$ cat src/rtl/conv_io_master.sv
// conv_io_master: moves upstream pixels into an accelerator input FIFO and
// drains its output FIFO to a downstream consumer through an io_clk strobe handshake.
// Latency: each FIFO transaction takes 1 + 2*IO_HALF cycles, with at least 1 IDLE cycle between transactions.
// Backpressure: s_ready pulses once per accepted pixel. A write is refused while FULL_in is high.
//   A read is refused while EMPTY_out is high or while m_valid is still held.
// Ports:
//   Clk, Rst                    - sole clock, asynchronous active-high reset
//   s_valid/s_data/s_eol/s_ready - upstream pixel stream (s_ready is a one-cycle accept pulse)
//   m_valid/m_data/m_ready       - downstream result word (held until consumed)
//   conv_en -> cStart            - accelerator run request, registered only while IDLE
//   bufferInput, wr, rd, io_clk, newline - accelerator FIFO strobes
//   bufferOutput, FULL_in, EMPTY_in, FULL_out, EMPTY_out - accelerator FIFO head and flags
//   busy                         - high for the whole transaction
//   timeout_err                  - sticky watchdog flag, present only when CONV_IO_TIMEOUT_EN is defined
// Optional feature macro: CONV_IO_TIMEOUT_EN (adds the write-stall watchdog and the timeout_err port).
`ifndef bitLength
`define bitLength 8
`endif

module conv_io_master #(
   parameter int IO_HALF = 2
) (
   input  logic                  Clk,
   input  logic                  Rst,
   input  logic                  s_valid,
   input  logic [`bitLength-1:0] s_data,
   input  logic                  s_eol,
   output logic                  s_ready,
   output logic                  m_valid,
   output logic [`bitLength-1:0] m_data,
   input  logic                  m_ready,
   input  logic                  conv_en,
   output logic [`bitLength-1:0] bufferInput,
   output logic                  wr,
   output logic                  rd,
   output logic                  io_clk,
   output logic                  newline,
   output logic                  cStart,
   input  logic [`bitLength-1:0] bufferOutput,
   input  logic                  FULL_in,
   input  logic                  EMPTY_in,
   input  logic                  FULL_out,
   input  logic                  EMPTY_out,
   output logic                  busy
`ifdef CONV_IO_TIMEOUT_EN
   ,
   output logic                  timeout_err
`endif
);

   localparam logic [3:0] HALF_M1 = 4'(IO_HALF - 1);

   typedef enum logic [2:0] {
      IDLE, WR_SETUP, WR_HI, WR_LO, RD_SETUP, RD_HI, RD_LO
   } state_t;

   state_t                  state, state_nxt;
   logic [3:0]              cnt, cnt_nxt;
   logic [`bitLength-1:0]   px_data;
   logic                    px_eol;
   logic                    pick_rd, pick_wr;

   // The FSM does not need these two flags. They are tied off here so they stay visible at the boundary.
   logic unused_flags;
   assign unused_flags = EMPTY_in | FULL_out;

   // IDLE arbitration. A read wins, so that the output FIFO drains before the master pushes more input.
   always_comb begin
      pick_rd = 1'b0;
      pick_wr = 1'b0;
      if (state == IDLE) begin
         if (!EMPTY_out && !m_valid)
            pick_rd = 1'b1;
         else if (s_valid && !FULL_in)
            pick_wr = 1'b1;
      end
   end

   always_comb begin
      state_nxt = state;
      cnt_nxt   = cnt;
      case (state)
         IDLE: begin
            cnt_nxt = 4'd0;
            if (pick_rd)
               state_nxt = RD_SETUP;
            else if (pick_wr)
               state_nxt = WR_SETUP;
         end
         WR_SETUP: begin
            state_nxt = WR_HI;
            cnt_nxt   = HALF_M1;
         end
         WR_HI: begin
            if (cnt == 4'd0) begin
               state_nxt = WR_LO;
               cnt_nxt   = HALF_M1;
            end else begin
               cnt_nxt = cnt - 4'd1;
            end
         end
         WR_LO: begin
            if (cnt == 4'd0)
               state_nxt = IDLE;
            else
               cnt_nxt = cnt - 4'd1;
         end
         RD_SETUP: begin
            state_nxt = RD_HI;
            cnt_nxt   = HALF_M1;
         end
         RD_HI: begin
            if (cnt == 4'd0) begin
               state_nxt = RD_LO;
               cnt_nxt   = HALF_M1;
            end else begin
               cnt_nxt = cnt - 4'd1;
            end
         end
         RD_LO: begin
            if (cnt == 4'd0)
               state_nxt = IDLE;
            else
               cnt_nxt = cnt - 4'd1;
         end
         default: begin
            state_nxt = IDLE;
            cnt_nxt   = 4'd0;
         end
      endcase
   end

   // The accept pulse is combinational from the IDLE decision.
   // It is gated by Rst so that it reads 0 while reset is held.
   assign s_ready = pick_wr && !Rst;

   always_ff @(posedge Clk or posedge Rst) begin
      if (Rst) begin
         state   <= IDLE;
         cnt     <= 4'd0;
         px_data <= '0;
         px_eol  <= 1'b0;
         m_valid <= 1'b0;
         m_data  <= '0;
         cStart  <= 1'b0;
      end else begin
         state <= state_nxt;
         cnt   <= cnt_nxt;
         if (pick_wr) begin
            px_data <= s_data;
            px_eol  <= s_eol;
         end
         if (state == IDLE)
            cStart <= conv_en;
         // The FIFO head is captured at the end of the io_clk high phase.
         // m_valid cannot already be set here, because a read only starts when it is clear.
         if (state == RD_HI && cnt == 4'd0) begin
            m_data  <= bufferOutput;
            m_valid <= 1'b1;
         end else if (m_valid && m_ready) begin
            m_valid <= 1'b0;
         end
      end
   end

   assign wr          = (state == WR_SETUP) || (state == WR_HI);
   assign rd          = (state == RD_SETUP) || (state == RD_HI);
   assign io_clk      = (state == WR_HI) || (state == RD_HI);
   assign newline     = wr && px_eol;
   assign bufferInput = px_data;
   assign busy        = (state != IDLE);

`ifdef CONV_IO_TIMEOUT_EN
   // This watchdog counts consecutive IDLE cycles in which a pixel waits on a full input FIFO.
   // The count saturates at all-ones. The flag it raises stays set until reset.
   logic [15:0] wd_cnt;

   always_ff @(posedge Clk or posedge Rst) begin
      if (Rst) begin
         wd_cnt      <= 16'd0;
         timeout_err <= 1'b0;
      end else begin
         if (state == IDLE && s_valid && FULL_in) begin
            if (wd_cnt != 16'hFFFF)
               wd_cnt <= wd_cnt + 16'd1;
         end else begin
            wd_cnt <= 16'd0;
         end
         if (wd_cnt == 16'hFFFF)
            timeout_err <= 1'b1;
      end
   end
`endif

endmodule

$ cat config.mk
export PLATFORM = sky130hd
export DESIGN_NAME = conv_io_master
export DESIGN_NICKNAME = d
export VERILOG_FILES = /design/src/rtl/conv_io_master.sv
export SDC_FILE = /design/constraint.sdc
export NUM_CORES = 1
export LEC_CHECK = 0
export BUFFER_PORTS_ARGS = -buffer_cell sky130_fd_sc_hd__buf_4
export CORE_UTILIZATION = 42
export DETAILED_ROUTE_END_ITERATION = 7
export PLACE_DENSITY = 0.85
export SYNTH_ARGS = -nofsm -noshare
export SYNTH_HDL_FRONTEND = slang
export SYNTH_SLANG_ARGS = --single-unit
$ cat constraint.sdc
create_clock -name Clk -period 2.04 [get_ports Clk]
set_input_delay 0.612 -clock Clk [delete_from_list [all_inputs] [get_ports Clk]]
set_output_delay 0.612 -clock Clk [all_outputs]
set_load 0.01 [all_outputs]
==> results.md <==
* Outcome: finished with violations
* Failing checks: negative setup slack
* Netlist cell types at 35
* Cell Rows at 19
* Dominant cells by area after synthesis: dfrtp_1 54%, mux2_2 17%, a211oi_1 2.5%
* Syn Std Cell Area at 1210 um^2
* Final setup viols at 1
* PwrDens at 1540 nW/um^2
* Filler Cells Inserted at 178
* Worst hold slack at 0.362 ns
* Later-pin clock latency in the skew report at 0.31 ns
* Post-Syn Instances at 99
* Top-Level Pins at 50
* Vias per inst at 5.31
* Worst-path clk slew at 0.13 ns
* CORE AREA at 2730 um^2
* # port buffers at 47
* Pins Over Slew Limit at 0
* Post-DRT Antenna Nets at 0
* Share of cells above drive strength 1 at 0.617
* Die area at 3100 um^2
* Synth area leader: dfrtp_1
* Kind of critical path: reg2out
* Initial Util at 0.443
* Initial DRC Count at 14
* Initial antenna violation count at 0
* Global Route Usage Sum at 0.181
* Wirelength per Cell at 14.9 um
* Max IR drop VDD at 1.24 mV
* Fin util at 0.676
* Final Skew at 0.00276 ns
* RSZ-0062 raised after global routing: true
* GP Congestion at 0.819
* Clk sinks at 26
* Final Cycle Share at 1.00
* Final net count at 192
* Slew @ Worst Pin at 0.322 ns
* Hold Path Class: in2async
* First-pass iteration count of the detailed router at 5
* ANT cells at 0
* Worst r2r src: cnt[0]
* Startpoint Class: register
* DIE HEIGHT at 55.7 um
* Achievable clock frequency at 0.489 GHz
* Storage element area at 651 um^2
* Total CTS buffers at 3
* Worst EP arrival at 1.43 ns
* Max cap viols at 0
* Synthesized flop and latch total at 26
* Remaining global-route overflow at 0
* Worst Slack Setup Final at -0.00407 ns
* H-tree levels at 1
* Area growth from synthesis to layout at 52.6%
* Vias at 1024
* Final HPWL DP at 2.05 mm
* CTS tree: done
* Root buf cell: clkbuf_4
* First-pass GRT wire length at 4.46 mm
* R2r setup slk at 0.07 ns
* Multi-input logic area at 573 um^2
* Largest net degree at the start of global routing at 27
* Leakage at 0.906 nW
* Final min period at 2.04 ns
* Seq/Total Area, Yosys at 0.538
* Hold Violations, Final at 0
* Slew margin rel. at 0.785
* Synth warn at 0
* Kind of end point of the critical path: primary output
* Routed WL at 2.87 mm
* Commonest non-fill, non-tap cell in the layout: buf_4
* Crit. Startpoint: state[1]
* Avg Inst Size Synth at 12.2 um^2
* WP data required at 1.43 ns
* Vias in the first global route at 1044
* Yosys top cell area share at 0.538
* Syn Nets at 127
* Chip width at 55.7 um
* DRC viols at 0
* Maximum clock path buffer count at 2
* Most frequent cells in the layout: 58 x buf_4, 26 x dfrtp_1, 18 x mux2_2, 5 x inv_1
* CP max FO at 3
-- sequential cells by signal (all words and copies together) (netlist names) --
signal       count
px_eol           1
cnt              4
m_valid          1
cStart           1
state            3
m_data           8
bufferInput      8
-- critical path, stage by stage, from the launching register on --
cell and delay, ns:
dfrtp_1 0.45, buf_8 0.15, nand2b_4 0.13, a21oi_2 0.15, and2_4 0.15, buf_6 0.09
-- power breakdown --
| part | leakage [nW] | internal, mW | switching (mW) |
|---|---|---|---|
| clock network | 0.0138 | 0.0691 | 0.143 |
| registers | 0.322 | 0.759 | 0.167 |
| logic | 0.570 | 0.978 | 0.720 |
-- layer usage --
| metal | up-vias | global-route usage | part of all wire |
|---|---|---|---|
| met5 | - | 0 | 0 |
| met4 | 0 | 0.0536 | 0.010 |
| met3 | 4 | 0.0302 | 0.054 |
| met2 | 38 | 0.325 | 0.51 |
| met1 | 504 | 0.221 | 0.43 |
| li1 | 478 | - | - |
-- through the flow --
stage	power [mW]	setup TNS, ns	worst slack [ns]	cell area [um^2]	std cells
after global placement	2.26	-0.0326	-0.0326	1670	183
after CTS	2.59	-0.0284	-0.0171	1720	187
after global routing	3.00	-0.150	-0.0569	1850	193
final	2.84	-0.00407	-0.00407	1850	193
after floorplan	1.69	0	0.0208	1210	99
after detailed placement	2.33	-0.101	-0.0386	1670	183
-- Yosys cell counts (all sizes together) --
| master | n |
|---|---|
| a211oi | 4 |
| a21o | 1 |
| a21oi | 1 |
| a221oi | 1 |
| a2bb2oi | 1 |
| a31o | 1 |
| and2 | 2 |
| and3 | 1 |
| buf | 4 |
| clkbuf | 1 |
| dfrtp | 26 |
| ha | 2 |
| inv | 6 |
| mux2 | 18 |
| mux2i | 1 |
| nand2 | 3 |
| nand2b | 2 |
| nand3 | 1 |
| nand4 | 1 |
| nand4b | 1 |
| nor2 | 3 |
| nor2b | 2 |
| nor3 | 4 |
| nor3b | 1 |
| o21ai | 1 |
| o21bai | 2 |
| o22ai | 1 |
| o31ai | 1 |
| or2 | 1 |
| or3b | 1 |
| or4 | 1 |
| xnor2 | 2 |
| xor2 | 1 |
-- path summary, 6_finish.rpt --
path,end,depth (start not counted)
max,newline,5
min,m_data[7],3
max reg2reg,m_data[1],6
min reg2reg,m_data[3],1
max in group asynchronous,cnt[0],3
min in group Clk,m_data[2],2
-- layout make-up --
class,instances,share of cell area
clock buffer,3,0.0122
inverter,6,0.0142
multi-input combinational,62,0.310
sequential,26,0.352
tap,31,0.0210
timing repair buffer,65,0.290
-- cells by family (layout without fill, tap and decap cells) --
logic type	count (synthesis)	after routing	synth area share
mux	19	19	0.176
compound gates	14	14	0.0848
fa+ha+maj	2	2	0.0207
simple gates	24	24	0.122
xor+xnor	3	3	0.0217
flops	26	26	0.538
buf+inv	11	74	0.0372
-- timing repair --
item / CTS / global route
gates resized for setup: 6 / 13
hold buffers: 0 / 0
pin swaps: 3 / 7
hold endpoints to repair: 0 / 0
endpoints found under the setup margin: 10 / 10
buffers inserted: 1 / 6
Note: power is estimated with default switching activity, not from simulation.
